File: src/rtl/seg7_pkg.sv
// seg7_pkg: glyph patterns, segment bit positions and capture FSM states shared by the 7-segment scan capture
package seg7_pkg;
   // Segment bus bit positions (active-low bus, a..g then dp)
   localparam int SEG_A  = 7;
   localparam int SEG_G  = 1;
   localparam int SEG_DP = 0;
   // abcdefg patterns, active-low, for hex digits 0..F
   localparam logic [6:0] GLYPH_0 = 7'b0000001;
   localparam logic [6:0] GLYPH_1 = 7'b1001111;
   localparam logic [6:0] GLYPH_2 = 7'b0010010;
   localparam logic [6:0] GLYPH_3 = 7'b0000110;
   localparam logic [6:0] GLYPH_4 = 7'b1001100;
   localparam logic [6:0] GLYPH_5 = 7'b0100100;
   localparam logic [6:0] GLYPH_6 = 7'b0100000;
   localparam logic [6:0] GLYPH_7 = 7'b0001111;
   localparam logic [6:0] GLYPH_8 = 7'b0000000;
   localparam logic [6:0] GLYPH_9 = 7'b0000100;
   localparam logic [6:0] GLYPH_A = 7'b0001000;
   localparam logic [6:0] GLYPH_B = 7'b1100000;
   localparam logic [6:0] GLYPH_C = 7'b0110001;
   localparam logic [6:0] GLYPH_D = 7'b1000010;
   localparam logic [6:0] GLYPH_E = 7'b0110000;
   localparam logic [6:0] GLYPH_F = 7'b0111000;
   localparam logic [6:0] GLYPH_BLANK = 7'b1111111;
   // Packed table indexed by nibble value
   localparam logic [15:0][6:0] GLYPHS = {GLYPH_F, GLYPH_E, GLYPH_D, GLYPH_C, GLYPH_B, GLYPH_A, GLYPH_9, GLYPH_8,
                                          GLYPH_7, GLYPH_6, GLYPH_5, GLYPH_4, GLYPH_3, GLYPH_2, GLYPH_1, GLYPH_0};
   typedef enum logic [1:0] {IDLE, TRACK, HELD} state_t;
endpackage

File: src/rtl/seg7_glyph_encoder.sv
// seg7_glyph_encoder: decodes an active-low abcdefg pattern into a hex nibble
//   pat   - 7-bit segment pattern (bit6=a .. bit0=g)
//   nib   - decoded nibble (0 when not a legal glyph)
//   legal - pattern matches one of the 16 hex glyphs
//   blank - all segments dark
module seg7_glyph_encoder
   import seg7_pkg::*;
(
   input  logic [6:0] pat,
   output logic [3:0] nib,
   output logic       legal,
   output logic       blank
);
   always_comb begin
      nib   = '0;
      legal = 1'b0;
      for (int k = 0; k < 16; k++) begin
         if (pat == GLYPHS[k]) begin
            nib   = 4'(k);
            legal = 1'b1;
         end
      end
   end
   assign blank = pat == GLYPH_BLANK;
endmodule

File: src/rtl/seg7_scan_capture.sv
// seg7_scan_capture: captures per-digit hex values from a multiplexed active-low 7-segment scan bus
//   clk, rst_n - clock and asynchronous active-low reset
//   an         - active-low anode enables, one low bit selects a digit
//   seg        - active-low segments, bit7=a .. bit1=g, bit0=dp
//   digits     - captured nibble per digit, digit i at [4i+3:4i]
//   dp         - captured decimal point per digit (1 = lit)
//   valid      - last commit for the digit was a legal hex glyph
//   upd        - one-cycle pulse per commit, upd_idx names the digit
//   err        - one-cycle pulse on illegal glyph commit or new multi-anode run
module seg7_scan_capture
   import seg7_pkg::*;
#(
   parameter int NUM_DIGITS    = 8,
   parameter int STABLE_CYCLES = 4
) (
   input  logic                    clk,
   input  logic                    rst_n,
   input  logic [NUM_DIGITS-1:0]   an,
   input  logic [7:0]              seg,
   output logic [4*NUM_DIGITS-1:0] digits,
   output logic [NUM_DIGITS-1:0]   dp,
   output logic [NUM_DIGITS-1:0]   valid,
   output logic                    upd,
   output logic [3:0]              upd_idx,
   output logic                    err
);
   localparam logic [7:0] STABLE = 8'(STABLE_CYCLES);
   logic [1:0]            rst_sync;
   logic                  rst_sn;
   logic [NUM_DIGITS-1:0] an_s, an_p;
   logic [7:0]            seg_s, seg_p;
   logic [4:0]            lows, lows_p;
   logic [3:0]            idx;
   logic                  onehot, multi, multi_p, same, commit;
   logic [7:0]            cnt, cnt_n;
   state_t                state, state_n;
   logic [3:0]            nib;
   logic                  legal, blank;
   // Assert asynchronously, release two edges after rst_n rises
   always_ff @(posedge clk or negedge rst_n) begin
      if (!rst_n) rst_sync <= '0;
      else rst_sync <= {rst_sync[0], 1'b1};
   end
   assign rst_sn = rst_sync[1];
   // Current and previous samples; all-ones means no anode and blank segments
   always_ff @(posedge clk or negedge rst_sn) begin
      if (!rst_sn) begin
         an_s  <= '1;
         seg_s <= '1;
         an_p  <= '1;
         seg_p <= '1;
      end else begin
         an_s  <= an;
         seg_s <= seg;
         an_p  <= an_s;
         seg_p <= seg_s;
      end
   end
   always_comb begin
      lows   = '0;
      lows_p = '0;
      idx    = '0;
      for (int i = 0; i < NUM_DIGITS; i++) begin
         if (!an_s[i]) begin
            lows = lows + 5'd1;
            idx  = 4'(i);
         end
         if (!an_p[i]) lows_p = lows_p + 5'd1;
      end
   end
   assign onehot  = lows == 5'd1;
   assign multi   = lows > 5'd1;
   assign multi_p = lows_p > 5'd1;
   assign same    = {an_s, seg_s} == {an_p, seg_p};
   seg7_glyph_encoder u_enc (
      .pat   (seg_s[SEG_A:SEG_G]),
      .nib   (nib),
      .legal (legal),
      .blank (blank)
   );
   always_ff @(posedge clk or negedge rst_sn) begin
      if (!rst_sn) begin
         state <= IDLE;
         cnt   <= '0;
      end else begin
         state <= state_n;
         cnt   <= cnt_n;
      end
   end
   // The commit fires on the edge where the counter reaches STABLE, so the
   // output register and the move to HELD happen together.
   always_comb begin
      state_n = state;
      cnt_n   = cnt;
      commit  = 1'b0;
      if (!onehot) begin
         state_n = IDLE;
         cnt_n   = '0;
      end else if (!(state == HELD && same)) begin
         cnt_n   = (state == TRACK && same) ? ((cnt >= STABLE) ? STABLE : cnt + 8'd1) : 8'd1;
         commit  = cnt_n == STABLE;
         state_n = commit ? HELD : TRACK;
      end
   end
   always_ff @(posedge clk or negedge rst_sn) begin
      if (!rst_sn) begin
         digits  <= '0;
         dp      <= '0;
         valid   <= '0;
         upd     <= 1'b0;
         upd_idx <= '0;
         err     <= 1'b0;
      end else begin
         upd <= commit;
         err <= (commit && !legal && !blank) || (multi && !multi_p);
         if (commit) upd_idx <= idx;
         for (int i = 0; i < NUM_DIGITS; i++) begin
            if (commit && !an_s[i]) begin
               dp[i]    <= ~seg_s[SEG_DP];
               valid[i] <= legal;
               if (legal) digits[4*i +: 4] <= nib;
            end
         end
      end
   end
endmodule
File: config.mk
export PLATFORM = sky130hd
export DESIGN_NAME = seg7_scan_capture
export DESIGN_NICKNAME = d
export VERILOG_FILES = /design/src/rtl/seg7_pkg.sv /design/src/rtl/seg7_glyph_encoder.sv /design/src/rtl/seg7_scan_capture.sv
export SDC_FILE = /design/constraint.sdc
export NUM_CORES = 1
export LEC_CHECK = 0
export CAP_MARGIN = 25
export CORE_MARGIN = 4
export CORE_UTILIZATION = 56
export CTS_CLUSTER_DIAMETER = 30
export DETAILED_ROUTE_END_ITERATION = 8
export PLACE_DENSITY = 0.8
export SKIP_CTS_REPAIR_TIMING = 1
export SYNTH_ARGS = -nofsm -noshare
export SYNTH_HDL_FRONTEND = slang
export SYNTH_SLANG_ARGS = --single-unit
File: constraint.sdc
create_clock -name clk -period 3.5 [get_ports clk]
set_clock_uncertainty 0.2 [all_clocks]
set_input_delay 0.7 -clock clk [delete_from_list [all_inputs] [get_ports clk]]
set_output_delay 0.7 -clock clk [all_outputs]
set_load 0.1 [all_outputs]
; Yosys cells after proc, flatten, opt, wreduce, memory -nomap -nowiden
; Cells that the tools add are included.
[word_totals]
reg_bits = 98
input_bits = 18
output_inout_bits = 54
word_cells = 172
[op_classes]
addsub = 15
magnitude_cmp = 3
eq_ne = 22
muxes = 63
bitwise_logic = 1
n_reduce_logical = 34
[ops]
columns = op, n
row1 = $add 5x1->5 const B, 14
row2 = $mux 5, 14
row3 = $mux 4, 14
row4 = $eq 7x6->1 const B, 5
row5 = $eq 7x7->1 const B, 5
row6 = $mux 8, 4
row7 = $mux 1, 22
row8 = $eq 16x16->1, 1
row9 = $reduce_and 2->1, 8
row10 = $eq 7x3->1 const B, 2
row11 = $eq 7x4->1 const B, 2
row12 = $logic_and 1x1->1, 13
row13 = $mux 3, 4
row14 = $logic_not 1->1, 11
row15 = $gt 5x1->1 const B, 2
row16 = $mux 2, 5
row17 = $add 8x1->8 const B, 1
row18 = $eq 8x3->1 const B, 1
row19 = $ge 8x3->1 const B, 1
row20 = $eq 7x1->1 const B, 1
row21 = $eq 7x5->1 const B, 1
row22 = $logic_not 7->1, 1
row23 = $eq 5x1->1 const B, 1
row24 = $eq 2x1->1 const B, 1
row25 = 4 further kinds, 4

; Longest topological paths before layout
[logic_depth]
ltp_word = 21
ltp_mapped = 22
mapped_depth_nobuf = 21

; Cells and area by module
; A second synthesis with hierarchy kept.
[unflattened]
cells_unflattened = 496
hier_area_um2 = 5659.2
[by_module_without_submodules]
columns = module, n_inst, cells_each, area_per_inst_um2, seq_area_each_um2
row1 = seg7_scan_capture, 1, 438, 5242.5, 2467.4
row2 = seg7_glyph_encoder, 1, 58, 416.6, 0.0

; Least setup slack after synthesis
; Ideal clock, no wire load.
[synth_path]
path_kind = flip-flop to flip-flop
from = reg an_s[0]
to = reg valid[3]
setup_ps = 120
arrival_ps = 5064
required_ps = 3180
path_slack_ps = -1884
path_stages_with_launch = 22
n_path_buf = 2
synth_period_minus_slack_ps = 5384
cell_sequence = dfstp_2 inv_1 ha_1 buf_6 xor2_1 inv_1 ha_1 or2_0 and3_1 a211o_1 o21ai_0 and2_1 ha_1 nor2b_1 a31oi_1 inv_1 ha_1 nor4_4 mux2i_4 buf_6 or4_4 a21o_1
[synth_between]
elab_chain_len = 18
word_cells_on_any_way = 24
cone_classes = add/sub (7) / eq/ne (3) / mux (11) / reduce/logical (3)
[synth_rtl]
columns = element, line
row1 = from (decl), seg7_scan_capture.sv:30  ; logic [NUM_DIGITS-1:0] an_s, an_p;
row2 = from (signal assigned), seg7_scan_capture.sv:53  ; an_s <= an;
row3 = $mux 1, seg7_scan_capture.sv:64  ; if (!an_s[i]) begin
row4 = $add 5x1->5, seg7_scan_capture.sv:65  ; lows = lows + 5'd1;
row5 = $mux 5, seg7_scan_capture.sv:64
row6 = $add 5x1->5, seg7_scan_capture.sv:65
row7 = $mux 5, seg7_scan_capture.sv:64
row8 = $add 5x1->5, seg7_scan_capture.sv:65
row9 = $mux 5, seg7_scan_capture.sv:64
row10 = $add 5x1->5, seg7_scan_capture.sv:65
row11 = [... 2 more ...], n/a
row12 = $mux 5, seg7_scan_capture.sv:64
row13 = $add 5x1->5, seg7_scan_capture.sv:65
row14 = $mux 5, seg7_scan_capture.sv:64
row15 = $add 5x1->5, seg7_scan_capture.sv:65
row16 = $mux 5, seg7_scan_capture.sv:64
row17 = $eq 5x1->1, seg7_scan_capture.sv:71  ; assign onehot = lows == 5'd1;
row18 = $mux 1 *, seg7_scan_capture.sv:96  ; if (!onehot) begin
row19 = $logic_and 1x1->1 *, seg7_scan_capture.sv:118  ; if (commit && !an_s[i]) begin
row20 = "to (signal, indexed assignment)", seg7_scan_capture.sv:120  ; valid[i] <= legal;
row21 = to (decl), seg7_scan_capture.sv:22  ; output logic [NUM_DIGITS-1:0] valid,
; Mark *: on every way between the ends. The rest lies on a longest branch, timed or not.
; A chain may end at the register's enable or synchronous reset.

; Worst setup path after layout
[layout_path]
from = reg an_s[1]
to = reg valid[6]
[layout_between]
elab_chain_len = 16
word_cells_on_any_way = 22
cone_classes = add/sub (6) / eq/ne (3) / mux (10) / reduce/logical (3)
[layout_rtl]
columns = element, line
row1 = $mux 5, seg7_scan_capture.sv:64
row2 = $add 5x1->5, seg7_scan_capture.sv:65
row3 = $mux 5, seg7_scan_capture.sv:64
row4 = $add 5x1->5, seg7_scan_capture.sv:65
row5 = $mux 5, seg7_scan_capture.sv:64
row6 = $add 5x1->5, seg7_scan_capture.sv:65
row7 = $mux 5, seg7_scan_capture.sv:64
row8 = $add 5x1->5, seg7_scan_capture.sv:65
row9 = $mux 5, seg7_scan_capture.sv:64
row10 = $add 5x1->5, seg7_scan_capture.sv:65
row11 = $mux 5, seg7_scan_capture.sv:64
row12 = $add 5x1->5, seg7_scan_capture.sv:65
row13 = $mux 5, seg7_scan_capture.sv:64
row14 = $eq 5x1->1, seg7_scan_capture.sv:71
row15 = $mux 1 *, seg7_scan_capture.sv:96
row16 = $logic_and 1x1->1 *, seg7_scan_capture.sv:118
; Marks and branches as above.

==> impl_metrics.toml <==
[timing]
max_freq_mhz = 201.7
timing.slew.headroom_pct = 52.39
setup_tns_ns = -87.45
tightest_slew_ns = 0.7141
worst_slack_ns = -1.459
timing.final.crit_period_ns = 4.959
finalHoldWorstSlack_ns = 0.1271
drv_slew = 0
period_share_pct = 141.7
final-hold-violation-count = 0
rsz0062_at_grt = "true"
setup-violations-final = 63

[route]
drtIter0Drc = 342
wl_per_cell_um = 19.43
firstDrtPassIters = 5
drcViolationCount = 0
viasPerCell = 5.780
wirelength_um = 16160
antenna_left = 0
vias = 4809

[die]
initial_core_util_pct = 58.13
core-area_um2 = 9864
fp.dieH_um = 109.2
rows = 36
die_area_um2 = 11920
io_pins = 72
chipWidth_um = 109.2

[logic_synthesis]
synth_edf_count = 0
yosysUniqueCellTypes = 74
syn_area_um2 = 5734
ys_async_sr_fraction_pct = 100.0
synth_top_cells_by_area = "dfrtp_1, dfstp_2, mux2_2"
synth_top_area_share_pct = 28.37
yosys_warnings = 0
synth-main-ff-cell = "dfrtp_1"
synth_top_area_cell = "dfrtp_1"
synthCells = 527
syn_nets = 564
ys_seq_elements = 97
yosysSeqAreaShare_pct = 43.03
avgSynthCellArea_um2 = 10.88

[grt]
grt_max_degree = 60
antenna_found_initial = 0
first_global_vias = 4894
grt_usage_pct = 26.33
grt_pass1_wl_um = 24090
grt-ovfl-total = 0

[placed_design]
gp_congestion = 0.8918
pre_cts_ws_ns = -1.279
io_buffers = 70
dp_hpwl_um = 11110

[clocking]
clock-sinks = 97
cts.reportedPaths.clkPinSlew_ns = 0.11
root_buffer = "clkbuf_8"
clock_path_buffers = 2
htreeDepth = 3
clk_latency_ns = 0.39
cts_tree = "built"
cts_made_buffers = 9

[final_layout]
drive_above_1_share_pct = 45.49
diodes = 0
fin_nets = 731
postLayoutCoreUtil_pct = 80.26
syn_to_final_growth_pct = 38.08

[pwr]
p_int_uw = 2115
clkPwrFrac_pct = 24.7
pwr-share-comb_pct = 38.4
seqPwrFrac_pct = 37.0
power_uw = 3253
power.density_nw_per_um2 = 410.9
netSwitchingFraction_pct = 35.01
p_sw_uw = 1139
power_leakage_uw = 0.003575
peakVddDrop_mv = 0.3774

[worst_setup_path]
crit_path_max_fanout = 14
cpMostUsedCell = "ha_4"
slowest_stage = "dfstp_2"
crit_chain = "inv_4 > ha_4 > nor2b_4 > mux2i_1 > nand2_1 > ha_1 > nand2b_1 > a21oi_1 > a31oi_1 > mux2i_1 > and2_4 > ha_4 > nor2b_4 > a31oi_4 > inv_2 > ha_4 > xnor2_4 > a31oi_4 > buf_12 > buf_4 > nor4_4 > mux2_1"
r2r_end = "valid[6]"
worstPathRequired_ns = 3.59
end_kind = "register"
reg2reg_slack_ns = -1.46
startpoint_type = "register"
slowest_delay_ns = 0.57
rr_worst_depth = 22
critPathArrivalTime_ns = 5.05
r2r_start = "an_s[1]"
path_class = "register to register"

[hold_path]
hp-class = "register to asynchronous set/reset pin"

[outcome]
violations = "setup timing"
status = "finished with violations"

[flow_run]
drv_cap = 0
-- cells by family after synthesis --
| logic type | synth area share (%) |
|---|---|
| simple gates | 20.07 |
| flops | 43.03 |
| compound gates | 9.885 |
| buf+inv | 5.215 |
| mux | 9.688 |
| xor+xnor | 7.833 |
| fa+ha+maj | 4.146 |
| other cells | 0.1310 |
-- synth_stat cells (3+ instances only) --
cell,count
a21o_1,4
a21oi_1,16
a31oi_1,7
and2_1,3
and3_1,10
and3b_1,3
buf_1,4
buf_2,5
buf_4,3
buf_6,4
clkbuf_1,18
dfrtp_1,65
dfstp_2,32
ha_1,19
inv_1,33
mux2_1,9
mux2_2,25
mux2i_1,15
nand2_1,25
nand2b_1,22
nand3_1,7
nand3b_1,4
nand4_1,7
nor2_1,28
nor2b_1,8
nor3_1,10
nor4_1,6
nor4_2,5
nor4_4,10
o21ai_0,13
o22ai_1,3
o2bb2ai_1,5
or2_2,4
or3_1,5
or3b_2,3
xnor2_1,27
xnor2_2,3
xor2_1,8
xor3_1,3
-- cells in the final DEF, fill, tap and decap left out, types with 15 or more instances in the layout --
master / synthesis / routed
buf_4: 3 / 159
clkdlybuf4s50_1: 0 / 17
dfrtp_1: 65 / 64
dfstp_2: 32 / 32
ha_1: 19 / 15
inv_1: 33 / 29
mux2_4: 0 / 21
nand2_1: 25 / 25
nand2b_1: 22 / 22
nor2_1: 28 / 26
xnor2_1: 27 / 26
-- metrics by stage --
step	cell area, um^2	instances
CTS	7641	826
floorplan	5959	527
detailed placement	7418	810
finish	7918	832
global placement	7418	810
global route	7918	832
-- worst max-delay path, delay by kind of cell, from the launching register on --
kind | cells | cell delay, ns
xor gates and xnor gates | 1 | 0.16
buffers and inverters | 4 | 0.47
AOI/OAI and AO/OA | 4 | 0.61
muxes | 3 | 0.89
and+or+nand+nor | 6 | 1.01
adders and majority gates | 4 | 0.95
DFF | 1 | 0.57
-- layer usage --
metal | wire length (um) | GRT usage [%] | vias up
li1 | - | - | 2195
met2 | 8385 | 44.65 | 163
met3 | 814 | 6.631 | 35
met1 | 6617 | 33.22 | 2416
met4 | 346 | 8.103 | 0
met5 | 0 | 0 | -
-- power by group through the flow --
stage	clock network, uW	logic (uW)	registers, uW
2_1_floorplan	0	742	1240
3_3_place_gp	0	1090	1220
3_5_place_dp	0	1140	1220
4_1_cts	821	1150	1200
5_1_grt	860	1330	1210
6_report	803	1250	1200
-- flip-flops by register name (all words and copies together), names as in the netlist --
name      count
upd           1
an_p          8
rst_sync      2
valid         8
err           1
seg_p         8
dp            8
digits       32
seg_s         8
an_s          8
state         2
cnt           8
upd_idx       3
-- layout make-up --
cell class | instances | area (um^2)
fill | 541 | 1947
clock inverter | 7 | 98.84
tap | 133 | 166.4
sequential | 97 | 2471
multi-input combinational | 363 | 3349
inverter | 33 | 126.4
timing repair buffer | 190 | 1582
clock buffer | 9 | 123.9
-- how the worst max path moves through the flow --
| stage | from | endpoint | slack, ns | cells past startpoint |
|---|---|---|---|---|
| floorplan | an_s[1] | valid[3] | -1.33 | 21 |
| global placement | an_s[1] | digits[29] | -1.17 | 22 |
| detailed placement | an_s[1] | digits[28] | -1.28 | 22 |
| CTS | an_s[1] | digits[28] | -1.32 | 22 |
| global route | an_s[1] | dp[2] | -1.63 | 22 |
| finish | an_s[1] | valid[6] | -1.46 | 22 |
(Power assumes the default switching activity.)
